`src/rtl/spi_target_regfile_if.sv`:
```
// spi_target_regfile_if: SPI target-side serial signals between a master and the register file.
interface spi_target_regfile_if;
   logic cs_n;
   logic mosi;
   logic miso;
   logic miso_oe;
   modport master(output cs_n, mosi, input miso, miso_oe);
   modport slave(input cs_n, mosi, output miso, miso_oe);
endinterface

```
`src/rtl/spi_target_regfile.sv`:
```
// spi_target_regfile: CPOL=1/CPHA=1 SPI target with command byte and auto-incrementing register file.
module spi_target_regfile #(
   parameter int          NUM_REGS  = 4,
   parameter int          ADDR_W    = 2,
   parameter logic [7:0]  ID_BYTE   = 8'hA5,
   parameter logic [7:0]  RESET_VAL = 8'h00
) (
   input  logic                    SCLK,
   input  logic                    reset_n,
   spi_target_regfile_if.slave     spi,
   output logic [8*NUM_REGS-1:0]   reg_out,
   output logic                    wr_valid,
   output logic [ADDR_W-1:0]       wr_addr,
   output logic [3:0]              byte_cnt
);
   typedef enum logic {CMD, DATA} state_t;
   state_t              state, state_nxt;
   logic [2:0]          bit_cnt;
   logic [7:0]          rx_shift, tx_shift, tx_byte, rx_byte;
   logic                rw;
   logic [ADDR_W-1:0]   addr;
   logic [7:0]          regs [NUM_REGS];
   logic                frame_rst, byte_done;
   assign frame_rst = !reset_n || spi.cs_n;
   assign byte_done = bit_cnt == 3'd7;
   assign rx_byte = {rx_shift[6:0], spi.mosi};
   assign spi.miso_oe = !spi.cs_n;
   always_ff @(posedge SCLK or posedge frame_rst)
      if (frame_rst) state <= CMD;
      else state <= state_nxt;
   always_comb state_nxt = (state == CMD && byte_done) ? DATA : state;
   always_comb tx_byte = state == CMD ? ID_BYTE : rw ? regs[addr] : 8'h00;
   always_ff @(posedge SCLK or posedge frame_rst)
      if (frame_rst) begin
         bit_cnt <= '0;
         byte_cnt <= '0;
         rx_shift <= '0;
         rw <= 1'b0;
         addr <= '0;
         wr_valid <= 1'b0;
      end else begin
         bit_cnt <= bit_cnt + 3'd1;
         rx_shift <= rx_byte;
         wr_valid <= byte_done && state == DATA && !rw;
         if (byte_done) begin
            byte_cnt <= byte_cnt == 4'd15 ? byte_cnt : byte_cnt + 4'd1;
            rw <= state == CMD ? rx_byte[7] : rw;
            addr <= state == CMD ? rx_byte[ADDR_W-1:0] : addr + ADDR_W'(1);
         end
      end
   // Register contents and wr_addr survive a cs_n frame clear, so only reset_n clears them.
   always_ff @(posedge SCLK or negedge reset_n)
      if (!reset_n) begin
         for (int i = 0; i < NUM_REGS; i++) regs[i] <= RESET_VAL;
         wr_addr <= '0;
      end else if (!spi.cs_n && state == DATA && !rw && byte_done) begin
         regs[addr] <= rx_byte;
         wr_addr <= addr;
      end
   // Read data is captured at the first falling edge of each byte.
   always_ff @(negedge SCLK or posedge frame_rst)
      if (frame_rst) begin
         spi.miso <= 1'b1;
         tx_shift <= '0;
      end else if (bit_cnt == 3'd0) begin
         spi.miso <= tx_byte[7];
         tx_shift <= {tx_byte[6:0], 1'b0};
      end else begin
         spi.miso <= tx_shift[7];
         tx_shift <= {tx_shift[6:0], 1'b0};
      end
   for (genvar g = 0; g < NUM_REGS; g++) begin : g_out
      assign reg_out[8*g +: 8] = regs[g];
   end
endmodule

```
`src/flat_wrapper.sv`:
```
// flat-port wrapper written by rule: the top's interface ports become plain ports
module spi_target_regfile_flat 
#(
   parameter int          NUM_REGS  = 4,
   parameter int          ADDR_W    = 2,
   parameter logic [7:0]  ID_BYTE   = 8'hA5,
   parameter logic [7:0]  RESET_VAL = 8'h00
)
  (SCLK, reset_n, reg_out, wr_valid, wr_addr, byte_cnt, spi_cs_n, spi_mosi, spi_miso, spi_miso_oe);
  spi_target_regfile_if spi_i ();
  input  logic SCLK;
  input  logic reset_n;
  output logic [8*NUM_REGS-1:0] reg_out;
  output logic wr_valid;
  output logic [ADDR_W-1:0] wr_addr;
  output logic [3:0] byte_cnt;
  input wire logic [$bits(spi_i.cs_n)-1:0] spi_cs_n;
  input wire logic [$bits(spi_i.mosi)-1:0] spi_mosi;
  output wire logic [$bits(spi_i.miso)-1:0] spi_miso;
  output wire logic [$bits(spi_i.miso_oe)-1:0] spi_miso_oe;
  assign spi_i.cs_n = spi_cs_n;
  assign spi_i.mosi = spi_mosi;
  assign spi_miso = spi_i.miso;
  assign spi_miso_oe = spi_i.miso_oe;
  spi_target_regfile #(.NUM_REGS(NUM_REGS), .ADDR_W(ADDR_W), .ID_BYTE(ID_BYTE), .RESET_VAL(RESET_VAL)) u_core (.SCLK(SCLK), .reset_n(reset_n), .spi(spi_i), .reg_out(reg_out), .wr_valid(wr_valid), .wr_addr(wr_addr), .byte_cnt(byte_cnt));
endmodule
```
`config.mk`:
```
export PLATFORM = sky130hd
export DESIGN_NAME = spi_target_regfile_flat
export DESIGN_NICKNAME = d
export VERILOG_FILES = /design/src/rtl/spi_target_regfile_if.sv /design/src/rtl/spi_target_regfile.sv /design/src/flat_wrapper.sv
export SDC_FILE = /design/constraint.sdc
export NUM_CORES = 1
export LEC_CHECK = 0
export CAP_MARGIN = 30
export CORE_MARGIN = 3
export CORE_UTILIZATION = 40
export CTS_BUF_LIST = sky130_fd_sc_hd__clkbuf_8
export DETAILED_ROUTE_END_ITERATION = 16
export PLACE_DENSITY = 0.67
export SYNTH_ARGS = -nofsm -noshare
export SYNTH_HDL_FRONTEND = slang
export SYNTH_SLANG_ARGS = --single-unit
```
`constraint.sdc`:
```
create_clock -name SCLK -period 2.8 [get_ports SCLK]
set_clock_uncertainty 0.2 [all_clocks]
set_input_delay 0.42 -clock SCLK [delete_from_list [all_inputs] [get_ports SCLK]]
set_output_delay 0.42 -clock SCLK [all_outputs]
set_load 0.01 [all_outputs]
```
==> results of run 1 <==
[per-layer routing]
metal  share of wire  up-vias
li1                -      792
met1            0.50      851
met2            0.45       37
met3           0.033        8
met4           0.021        0
met5               0        -
[final cells by class]
class                           instances  area, µm²
Clock buffer                           11        151
Multi-Input combinational cell        100       1170
Timing Repair Buffer                   78        713
Fill cell                             556       2830
Tap cell                               77       96.3
Sequential cell                        61       1530
Clock inverter                          6       25.0
Inverter                                5       18.8
[cell usage in the layout, fill, tap and decap left out, drive strengths merged]
master / n
or2: 1
nand2b: 1
o21ai: 3
clkinv: 2
nand3: 1
nand4: 1
xnor2: 1
ha: 9
a22o: 4
mux4: 5
a31oi: 1
a21oi: 4
inv: 9
dfrtn: 7
clkdlybuf4s50: 43
or2b: 1
mux2: 36
nor2: 4
clkbuf: 11
o221a: 3
and3b: 1
and4bb: 1
dfstp: 1
nand2: 11
mux2i: 9
dfrtp: 53
nor2b: 3
buf: 35
[metrics by stage]
stage / cells / setup TNS [ns]
2_1_floorplan: 173 / -0.906
3_3_place_gp: 322 / -1.83
3_5_place_dp: 322 / -2.25
4_1_cts: 338 / -1.35
5_1_grt: 338 / -1.68
6_report: 338 / -1.20
[sequential cells by signal, summed over array words and instances, names as in the netlist]
signal	cells
u_core.rw	1
u_core.byte_cnt	4
u_core.wr_valid	1
u_core.spi.miso	1
u_core.tx_shift	7
u_core.bit_cnt	3
u_core.reg_out	32
u_core.wr_addr	2
u_core.rx_shift	7
u_core.state	1
u_core.addr	2
[final timing paths]
| kind | endpoint | cells past startpoint | start |
|---|---|---|---|
| max | spi_miso | 1 | u_core.spi.miso$_DFF_NP1_ |
| max reg2reg | u_core.tx_shift[7]$_DFF_NP0_ | 2 | u_core.addr[0]$_DFFE_PP0N_ |
| max in group asynchronous | u_core.tx_shift[1]$_DFF_NP0_ | 3 | reset_n |
| min reg2reg | u_core.spi.miso$_DFF_NP1_ | 2 | u_core.tx_shift[7]$_DFF_NP0_ |
| min | u_core.spi.miso$_DFF_NP1_ | 2 | u_core.tx_shift[7]$_DFF_NP0_ |
| min in group asynchronous | u_core.reg_out[9]$_DFFE_PN0P_ | 2 | reset_n |
[cells by family (layout without fill, tap and decap cells)]
kind of cell	after synthesis	count (layout)	share of synthesized area
AND/OR/NAND/NOR	25	25	0.0695
flip-flops	61	61	0.551
XOR/XNOR	1	1	0.00316
AO/OA/AOI/OAI	15	15	0.0397
buffers and inverters	12	100	0.0280
adder cells (fa/ha/maj)	9	9	0.0406
multiplexers	50	50	0.268
[what timing repair did]
action,4_1_cts,5_1_grt
setup buffers,0,0
endpoints found under the setup margin,9,9
pin swaps,7,3
resized for setup,15,2
[cell usage after synthesis (all sizes together), types with 3 or more instances]
master  count
dfrtp      53
mux2       36
nand2      11
ha          9
mux2i       9
dfrtn       7
inv         6
mux4        5
a21oi       4
a22o        4
buf         4
nor2        4
nor2b       3
o21ai       3
o221a       3
[power groups by stage]
stage	Sequential, mW	Clock (mW)	Combinational (mW)
final	1.03	0.684	0.410
after global routing	1.04	0.740	0.443
after CTS	1.03	0.702	0.414
after detailed placement	1.04	0.00447	0.408
after global placement	1.04	0.00447	0.403
after floorplan	1.04	0.00447	0.187
==> flow_summary.toml, run 1 <==
[run_status]
status = "finished, violations left"
violations = "setup timing"

[critical_path]
crit_type = "reg2out"
crit_arrival_ns = 2.37
crit_buf_inv = 1
cp-end-kind = "primary output"
slowest_stage = "dfstp_2"
critPathLaunchType = "register"
worstPathCellList = "buf_6"
cp_max_fo = 1
worst_ep_required_time_ns = 2.18
reg2reg_slack_ns = -0.18
critPathMaxStageDelay_ns = 0.51
critPathTopFamily = "flip-flops"

[die]
coreArea_mm2 = 0.00653
rows = 29
die_h_um = 89.3
initial_core_util = 0.425
ios = 45
die-width_um = 89.3
die_area_mm2 = 0.00797

[synth]
synth_cells = 173
postSynthAreaPerCell_um2 = 16.0
synth_top_area_frac = 0.478
synth_top_cells_by_area = "dfrtp_1, mux2_4, dfrtn_1, ha_1, mux4_1"
synth-seq-area-share = 0.551
synth_cell_types = 31
synth-edff-count = 0
ys_ff_latch = 61
postSynth.asyncResetShare = 1.00
netlist_area_mm2 = 0.00277
ys_warn_count = 0
synth_top_area_cell = "dfrtp_1"
syn-num-nets = 186
synth_ff_type = "dfrtp_1"

[pwr]
pwr-share-comb = 0.193
p_sw_frac = 0.255
leakage_nw = 1.84
p_int_mw = 1.58
power_mw = 2.12
p_switching_mw = 0.541
seq_power_share = 0.484
power_density_mw_per_mm2 = 573
ir_drop_uv = 295
p_clk_frac = 0.322

[clock_tree]
h-tree-depth = 3
clk_pin_slew_ns = 0.04
clockBufferDepth = 2
cts_sinks = 61
cts_buffers = 9
ctsHoldBuffers = 0
cts_root_buf = "clkbuf_8"
tritoncts = "yes"
insertion_delay_ns = 0.34

[global_routing]
antenna_found_initial = 0
grt_pass1_vias = 1861
grt_pass1_wl_um = 9470
use_met2 = 0.234
grt_max_degree = 35
overflow = 0
track_usage = 0.165
use_met3 = 0.0341
grt.busiest_layer = "met1"
grt_use_met1 = 0.236

[routing]
first_pass_iters = 4
drt_iter0_markers = 37
vias = 1688
ant_nets = 0
drc = 0
wirelength_um = 5810
wl_per_cell_um = 17.2
vias_per_cell = 4.99

[sta]
finalMaxSlewViolations = 0
rsz0062_at_grt = "true"
worst_slack_ns = -0.189
setup_viol = 9
tightest_slew_ns = 0.441
hold_ws_ns = 0.205
hold_viol = 0
maxSlewHeadroom = 0.706

[final_layout]
stdcell_area_mm2 = 0.00370
nets = 269
drive_above_1_share = 0.398
final_util = 0.567
diodes = 0
area_delta_synth_final_pct = 33.5

[placed_design]
placed_area_mm2 = 0.00352
port_buffers = 44
preCtsSetupSlack_ns = -0.307
hpwl_um = 4040
gp_congestion = 0.770

[min_path]
hp-class = "reg2reg"

[job]
drv_cap = 0
Note: power is estimated with default switching activity, not from simulation.
==> run 2: changes to the inputs <==
Settings changed: CORE_UTILIZATION 40 to 23, GPL_ROUTABILITY_DRIVEN set to 0, PLACE_DENSITY 0.67 to 0.45.
==> run 2 against run 1 <==
Against the previous run: the flow still finishes with violations (setup timing); setup slack lost 0.0066 ns; clock-buffer cell count decreased by 2; register-to-register slack about the same; non-clock buffer count up 6; combinational power grew 8.3%; cell count rose by 21%; via count decreased by 0.36%; global-route usage shrank 5.6 points; critical path depth stayed put; first-iteration DRC count is 81% higher; largest power group unchanged; sequential cell count unchanged; power grew 9.3%.
==> flow_summary.toml, run 2 (synthesis results as in run 1) <==
[sta]
tightest_slew_ns = 0.464
hold_viol = 0
maxSlewHeadroom = 0.691
finalMaxSlewViolations = 0
hold_ws_ns = 0.208
setup_viol = 9
worst_slack_ns = -0.196
rsz0062_at_grt = "true"

[die]
die_h_um = 116
coreArea_mm2 = 0.0116
die-width_um = 116
die_area_mm2 = 0.0134
ios = 45
rows = 39
initial_core_util = 0.239

[final_layout]
layout_commonest_cell = "dfrtp_1"
stdcell_area_mm2 = 0.00388
largest_reg_flops = 32
final_cell_mix = "dfrtp_1, clkdlybuf4s50_1, buf_4"
area_delta_synth_final_pct = 40.1
num-fill-cells = 1168
diodes = 0
nets = 275
drive_above_1_share = 0.404

[pwr]
ir_drop_uv = 274
power_mw = 2.32
leakage_nw = 1.89
power_density_mw_per_mm2 = 597

[run_status]
status = "finished, violations left"
violations = "setup timing"

[routing]
vias = 1682
vias_per_cell = 4.10
wl_per_cell_um = 16.0
ant_nets = 0
drt_iter0_markers = 67
wirelength_um = 6560
first_pass_iters = 4
drc = 0

[critical_path]
cp-startpoint = "u_core.spi.miso$_DFF_NP1_"
critPathMaxStageDelay_ns = 0.51
cp_max_fo = 1
timing.rr.start = "u_core.addr[0]$_DFFE_PP0N_"
critPathLaunchType = "register"
worst_ep_required_time_ns = 2.18
cp-end-kind = "primary output"
crit_arrival_ns = 2.38
slowest_stage = "dfstp_2"
crit_buf_inv = 1
critPathTopFamily = "flip-flops"
crit_type = "reg2out"
worstPathCellList = "buf_6"

[global_routing]
grt_use_met1 = 0.138
track_usage = 0.109
grt_pass1_vias = 1862
overflow = 0
antenna_found_initial = 0
use_met3 = 0.0423
grt.busiest_layer = "met2"
grt_pass1_wl_um = 10800
grt_max_degree = 35
use_met2 = 0.176

[min_path]
hp-class = "reg2reg"
min-delay-start = "u_core.tx_shift[2]$_DFF_NP0_"

[clock_tree]
insertion_delay_ns = 0.34
clk_pin_slew_ns = 0.05
clockBufferDepth = 2
h-tree-depth = 3
cts_sinks = 61
tritoncts = "yes"
cts_root_buf = "clkbuf_8"
cts_buffers = 9

[placed_design]
placed_area_mm2 = 0.00364
hpwl_um = 4590
port_buffers = 44

[job]
drv_cap = 0
## run 2: what timing repair did
item,4_1_cts,5_1_grt
setup endpoints to repair,9,9
resized for setup,16,0
pin swaps,9,2
setup buffers,1,0
hold endpoints to repair,34,0
hold buffers,1,0
## run 2: power breakdown
part	internal [mW]	total, mW	leakage [nW]	switching (mW)
clock	0.499	0.857	0.117	0.358
combinational	0.280	0.444	0.976	0.163
sequential	0.957	1.02	0.792	0.0598
total	1.74	2.32	1.89	0.581
## run 2: worst paths after layout
kind	end	slack [ns]	cells past startpoint
setup / recovery	spi_miso	-0.20	1
hold / removal	u_core.tx_shift[3]$_DFF_NP0_	0.21	2
setup reg to reg	u_core.tx_shift[2]$_DFF_NP0_	-0.19	3
hold reg to reg	u_core.tx_shift[3]$_DFF_NP0_	0.21	2
max in group asynchronous	u_core.tx_shift[1]$_DFF_NP0_	0.33	4
min in group asynchronous	u_core.rx_shift[6]$_DFF_PP0_	0.48	3
## run 2: metrics by stage
stage / utilization / worst slack [ns] / std cells / setup TNS (ns)
finish: 0.334 / -0.196 / 410 / -1.19
floorplan: - / -0.230 / 173 / -0.906
CTS: 0.334 / -0.212 / 410 / -1.37
detailed placement: 0.314 / -0.239 / 392 / -1.39
global placement: 0.314 / -0.241 / 392 / -1.33
global route: 0.334 / -0.249 / 410 / -1.82
## run 2: worst register-to-register path: stages (launching register included)
cell and delay [ns]:
dfrtp_1 0.41, buf_12 0.14, mux4_2 0.49, a22o_1 0.19
## run 2: final cells by class
cell class              count  area [µm²]  share of cell area
flip-flops and latches     61        1530               0.393
multi-input cells         100        1160               0.299
repair buffers             84         776               0.200
well taps                 143         179              0.0461
clock buffers               9         124              0.0319
clock inverters             8        96.3              0.0248
inverters                   5        18.8             0.00483
## run 2: per-layer routing
layer / vias to the layer above / part of all wire
met1: 842 / 0.46
li1: 802 / -
met2: 32 / 0.49
met4: 0 / 0.0093
met5: - / 0
met3: 6 / 0.040
